File: config.mk
export PLATFORM = sky130hd
export DESIGN_NAME = button_events
export DESIGN_NICKNAME = d
export VERILOG_FILES = /design/src/rtl/button_events.sv
export SDC_FILE = /design/constraint.sdc
export NUM_CORES = 1
export LEC_CHECK = 0
export CELL_PAD_IN_SITES_DETAIL_PLACEMENT = 0
export CELL_PAD_IN_SITES_GLOBAL_PLACEMENT = 1
export CORE_ASPECT_RATIO = 0.9
export CORE_MARGIN = 2
export CORE_UTILIZATION = 44
export CTS_BUF_LIST = sky130_fd_sc_hd__clkbuf_4
export CTS_CLUSTER_SIZE = 10
export DETAILED_ROUTE_END_ITERATION = 12
export PLACE_DENSITY_LB_ADDON = 0.1
export REMOVE_ABC_BUFFERS = 1
export SLEW_MARGIN = 0
export SYNTH_ARGS = -nofsm -noshare
export SYNTH_HDL_FRONTEND = slang
export SYNTH_SLANG_ARGS = --single-unit
File: constraint.sdc
create_clock -name i_w_clk -period 2.3 [get_ports i_w_clk]
set_input_delay 0.345 -clock i_w_clk [delete_from_list [all_inputs] [get_ports i_w_clk]]
set_output_delay 0.345 -clock i_w_clk [all_outputs]
set_load 0.05 [all_outputs]
File: src/rtl/button_events.sv
// button_events: converts a debounced, synchronous button level into
// press / release / long-press / auto-repeat event pulses, a "held" level
// and a saturating count of repeat pulses since the last press.
module button_events #(
  parameter int p_counter_width = 8,
  parameter int p_long_count    = 200,
  parameter int p_repeat_count  = 50
) (
  input  logic       i_w_clk,
  input  logic       i_w_reset,
  input  logic       i_w_level,
  input  logic       i_w_enable,
  output logic       o_w_press,
  output logic       o_w_release,
  output logic       o_w_long,
  output logic       o_w_repeat,
  output logic       o_w_held,
  output logic [7:0] o_w_repeats
);

  typedef enum logic [1:0] {
    IDLE    = 2'd0,
    PRESSED = 2'd1,
    REPEAT  = 2'd2
  } state_t;

  localparam logic [p_counter_width-1:0] long_last   = p_counter_width'(p_long_count - 1);
  localparam logic [p_counter_width-1:0] repeat_last = p_counter_width'(p_repeat_count - 1);

  state_t                     state, state_nxt;
  logic [p_counter_width-1:0] counter, counter_nxt;
  logic                       prev_level;
  logic                       press_nxt, release_nxt, long_nxt, repeat_nxt, held_nxt;
  logic [7:0]                 repeats_nxt;

  // Previous-level flop: tracks the input every edge regardless of enable or state.
  always_ff @(posedge i_w_clk or posedge i_w_reset) begin
    if (i_w_reset) prev_level <= 1'b0;
    else           prev_level <= i_w_level;
  end

  // State, hold counter and all outputs are registered together.
  always_ff @(posedge i_w_clk or posedge i_w_reset) begin
    if (i_w_reset) begin
      state       <= IDLE;
      counter     <= '0;
      o_w_press   <= 1'b0;
      o_w_release <= 1'b0;
      o_w_long    <= 1'b0;
      o_w_repeat  <= 1'b0;
      o_w_held    <= 1'b0;
      o_w_repeats <= '0;
    end else begin
      state       <= state_nxt;
      counter     <= counter_nxt;
      o_w_press   <= press_nxt;
      o_w_release <= release_nxt;
      o_w_long    <= long_nxt;
      o_w_repeat  <= repeat_nxt;
      o_w_held    <= held_nxt;
      o_w_repeats <= repeats_nxt;
    end
  end

  // Next-state and next-output logic; release is checked before any
  // threshold so a fall on a threshold edge yields only the release pulse.
  always_comb begin
    state_nxt   = state;
    counter_nxt = counter;
    press_nxt   = 1'b0;
    release_nxt = 1'b0;
    long_nxt    = 1'b0;
    repeat_nxt  = 1'b0;
    repeats_nxt = o_w_repeats;

    if (!i_w_enable) begin
      state_nxt   = IDLE;
      counter_nxt = '0;
    end else begin
      unique case (state)
        IDLE: begin
          if (i_w_level && !prev_level) begin
            state_nxt   = PRESSED;
            counter_nxt = '0;
            repeats_nxt = '0;
            press_nxt   = 1'b1;
          end
        end
        PRESSED: begin
          if (!i_w_level) begin
            state_nxt   = IDLE;
            counter_nxt = '0;
            release_nxt = 1'b1;
          end else if (counter == long_last) begin
            state_nxt   = REPEAT;
            counter_nxt = '0;
            long_nxt    = 1'b1;
          end else begin
            counter_nxt = counter + 1'b1;
          end
        end
        REPEAT: begin
          if (!i_w_level) begin
            state_nxt   = IDLE;
            counter_nxt = '0;
            release_nxt = 1'b1;
          end else if (counter == repeat_last) begin
            counter_nxt = '0;
            repeat_nxt  = 1'b1;
            if (o_w_repeats != 8'hFF) repeats_nxt = o_w_repeats + 8'd1;
          end else begin
            counter_nxt = counter + 1'b1;
          end
        end
        default: begin
          state_nxt   = IDLE;
          counter_nxt = '0;
        end
      endcase
    end

    held_nxt = (state_nxt == REPEAT);
  end

endmodule

# [Word level (Yosys, flattened, before mapping)]
# Index checks and enable logic that the tools add are counted.
[op_classes] magnitude_cmp=0 reduce_logical=6 n_eq_ne=11 addsub=2 bitwise=0 div_mod_pow=0 n_shift=0 muxes=31 mul=0
[ops] op="$mux 8" count=9
[ops] op="$pmux 8 s3" count=1
[ops] op="$add 8x1->8 const B" count=2
[ops] op="$pmux 8 s2" count=1
[ops] op="$mux 1" count=14
[ops] op="$mux 2" count=5
[ops] op="$eq 8x6->1 const B" count=1
[ops] op="$eq 8x8->1 const B" count=1
[ops] op="$ne 2x2->1 const B" count=4
[ops] op="$ne 8x8->1 const B" count=1
[ops] op="$pmux 2 s3" count=1
[ops] op="$reduce_and 6->1" count=1
[ops] op="$eq 2x2->1 const B" count=2
[ops] op="$ne 3x3->1 const B" count=1
[ops] op="$eq 2x1->1 const B" count=1
[ops] op="$logic_not 2->1" count=1
[ops] op="$reduce_bool 2->1" count=1
[ops] op="$reduce_or 2->1" count=1
[ops] op="$logic_and 1x1->1" count=1
[ops] op="$logic_not 1->1" count=1
[totals] rom_bits=0 register_bits=24 n_memories=0 out_inout_bits=13 input_bits=4 wordCells=59 ram_bits=0 latchBits=0

# [Longest topological paths before layout]
[logic_depth] ltp_word=6 depth_mapped=7 ltp_nobuf=6

# [Worst setup path after synthesis]
# No wires, ideal clock.
[synth_timing] path_type="flip-flop to flip-flop" from="register counter[1]" to="register o_w_repeats[7]" path_stages_with_launch=8 setup_slack_ns=0.197 required_ns=2.222 setup_time_ns=0.078 arrival_ns=2.026 n_path_buf=1 synth_period_minus_slack_ns=2.103 cell_sequence="dfrtp_1 -> inv_1 -> ha_1 -> or4b_4 -> a2111o_1 -> buf_2 -> or3_1 -> a21oi_1"
[synth_via] elab_chain_len=3
[synth_lines] item="start, declared" line_no="31" text="logic [p_counter_width-1:0] counter, counter_nxt;"
[synth_lines] item="start signal, assigned" line_no="55" text="counter <= counter_nxt;"
[synth_lines] item="$eq 8x6->1" line_no="107" text="end else if (counter == repeat_last) begin"
[synth_lines] item="$ne 2x2->1 (no line)"
[synth_lines] item="$reduce_and 6->1 (no line)"
[synth_lines] item="end signal, assigned" line_no="61" text="o_w_repeats <= repeats_nxt;"
[synth_lines] item="end, declared" line_no="18" text="output logic [7:0] o_w_repeats"
# Every way passes these cells.
# A chain may end at the register's enable or synchronous reset.

# [Worst setup path in the final report]
# Ends and elaborated chain as after synthesis.

==> metrics.cfg <==
[timing]
worstMarginPinSlew_ns = 0.507
setup_viol = 0
final_max_slew_viol_count = 0
skew_ns = 0.0155
hold_slack_ns = 0.371
final.period_utilization_pct = 96.9
finalSetupTns_ns = 0
hold_viol = 0
grt_setup_unrepaired = false
fmax_mhz = 449
period_needed_ns = 2.23
slew_headroom_pct = 65.9

[critical_path]
start_kind = register
r2r.worst_path.cells = 7
setup.worst_path.end_class = register
worst_r2r_endpoint = o_w_repeats[7]$_DFFE_PP0P_
path_cells = inv_1, ha_1, or4b_4, a2111o_1, buf_4, or3_1, a21oi_1
critical_path_cell_count = 7
crit_type = reg2reg
slowest_delay_ns = 0.46
cp_max_fo = 7
reg2reg_slack_ns = 0.07
crit_slowest_cell = or4b_4
r2r_start = counter[1]$_DFFE_PP0P_
cp_data_arrival_time_ns = 2.47
cp.buffers_inverters = 2
cp_top_family = simple AND/OR/NAND/NOR gates
required_ns = 2.55

[final_layout]
fillers = 280
multi_input_area_sq_um = 773
seq_area_sq_um = 601
syn2layout_area_growth_pct = 23.8
antenna_cells = 0
drive_above_1_share_pct = 10.9
finalNetCount = 196

[detailed_routing]
drt_iter0_drc = 91
drc = 0
dr_total_vias = 1284
antenna_left = 0
routed_wl_um = 3170
first_pass_iters = 4
viasPerCell = 5.68
post_drt_wl_per_cell_um = 14.0

[placed_design]
place.gp.congestion = 0.830
dp_hpwl_um = 2360
port_buffers = 16

[cts]
cts_tree = built
ctsResizeCount = 0
cts_setup_buffers = 0
clk_pin_slew_ns = 0.14
clk_latency_ns = 0.32
cts_sinks = 24
clockBufferDepth = 2
htreeDepth = 1
root_buffer = clkbuf_4
cts_buffers = 3
hold_buffers = 0

[logic_synthesis]
synth_top_family_by_area = simple AND/OR/NAND/NOR gates
synth_area_leaders = dfrtp_1, ha_1, nand2_1, a21oi_1, o21ai_0
ys_types = 44
muxShareOfSynthArea_pct = 0.703
synthAdderAreaFrac_pct = 6.15
yosys-top-cells-count = dfrtp_1, nand2_1, a21oi_1, nor2_1, o21ai_0
synth_xor_area_share_pct = 0
syn_area_sq_um = 1420
seq_area_frac_synth_pct = 42.2
ys_warn_count = 0
synth-seq-cells = 24
synth_area_leader_cell = dfrtp_1
synth_edf_count = 0
synth_top_area_share_pct = 42.2
async_reset_ff_share_pct = 100
synth_compound_area_share_pct = 21.8
synthCells = 157
yosys.area_share.simple_pct = 25.7
ys.flop_type = dfrtp_1
synth_most_common_cell = dfrtp_1
syn_avg_cell_area_sq_um = 9.07

[outcome]
status = completed

[global_routing]
grt_pass1_vias = 1173
antenna_found_initial = 0
grt_max_degree = 25
grt_pass1_wl_um = 5470
grt.overflow.total = 0
track_usage_pct = 18.7

[die]
pin_count = 17
rows = 19
start_util_pct = 46.4
die_w_um = 64.0
dieArea_sq_um = 3710
core_sq_um = 3070
die_y_um = 58.0

[pwr]
ir_drop_uv = 433
power.density_nw_per_um2 = 455
total_power_w = 0.000802
p_leak_nw = 0.729

[worst_hold_path]
hold_class = in2async

[flow_run]
max_cap_violations = 0

## routing by layer
layer | up-vias | wire length [um] | global-route usage (%)
met4 | 0 | 23 | 4.66
li1 | 637 | - | -
met5 | - | 0 | 0
met1 | 609 | 1560 | 27.7
met2 | 36 | 1420 | 28.1
met3 | 2 | 164 | 3.88
## worst max-delay path by stage
| stage | slack [ns] | from | endpoint |
|---|---|---|---|
| 6_report | 0.07 | counter[1]$_DFFE_PP0P_ | o_w_repeats[7]$_DFFE_PP0P_ |
| 5_1_grt | 0.001 | counter[1]$_DFFE_PP0P_ | o_w_repeats[5]$_DFFE_PP0P_ |
| 3_5_place_dp | 0.09 | counter[1]$_DFFE_PP0P_ | o_w_repeats[5]$_DFFE_PP0P_ |
| 3_3_place_gp | 0.15 | counter[1]$_DFFE_PP0P_ | o_w_repeats[7]$_DFFE_PP0P_ |
| 2_1_floorplan | 0.08 | counter[1]$_DFFE_PP0P_ | o_w_repeats[5]$_DFFE_PP0P_ |
| 4_1_cts | 0.06 | counter[1]$_DFFE_PP0P_ | o_w_repeats[7]$_DFFE_PP0P_ |
## tightest hold or removal path, delay by kind of cell
kind | cells | cell delay (ns)
buffers and inverters | 3 | 0.75
## per-stage QoR
stage / utilization (%) / setup slack [ns] / cells / area [sq um]
2_1_floorplan: - / 0.0810 / 151 / 1400
3_3_place_gp: 55.8 / 0.150 / 222 / 1710
3_5_place_dp: 55.8 / 0.0931 / 222 / 1710
4_1_cts: 57.5 / 0.0590 / 226 / 1760
5_1_grt: 57.5 / 0.00103 / 226 / 1760
6_report: 57.5 / 0.0710 / 226 / 1760
## cell type report
type                            count  area share, %
Clock inverter                      1           1.70
Clock buffer                        3           1.28
Multi-Input combinational cell    120           43.9
Tap cell                           42           2.98
Sequential cell                    24           34.1
Timing Repair Buffer               29           14.6
Inverter                            7           1.49
## flip-flops by register name, indices dropped and copies added (netlist names)
name         flops
o_w_repeats      8
o_w_repeat       1
o_w_held         1
o_w_release      1
o_w_press        1
prev_level       1
o_w_long         1
counter          8
state            2
## where the power goes
part	internal (W)	switching [W]
Sequential	0.000426	0.00000189
Clock	0.000176	0.000128
Combinational	0.0000261	0.0000441
## cell usage in the layout (no fill, tap or decap), types with 6 or more instances in the layout
| cell | instances |
|---|---|
| o21ai_0 | 8 |
| a21oi_1 | 8 |
| nand3_1 | 6 |
| nand2_1 | 23 |
| nor2_1 | 8 |
| ha_1 | 7 |
| buf_4 | 13 |
| dfrtp_1 | 24 |
| clkdlybuf4s50_1 | 16 |
| inv_1 | 7 |
## logic make-up (layout without fill, tap and decap cells)
family / after synthesis / in the layout
AO/OA/AOI/OAI: 44 / 44
adder cells (fa/ha/maj): 7 / 7
buffers and inverters: 13 / 40
flip-flops: 24 / 24
multiplexers: 1 / 1
AND/OR/NAND/NOR: 68 / 68
Power figures use the tool's default switching activity.
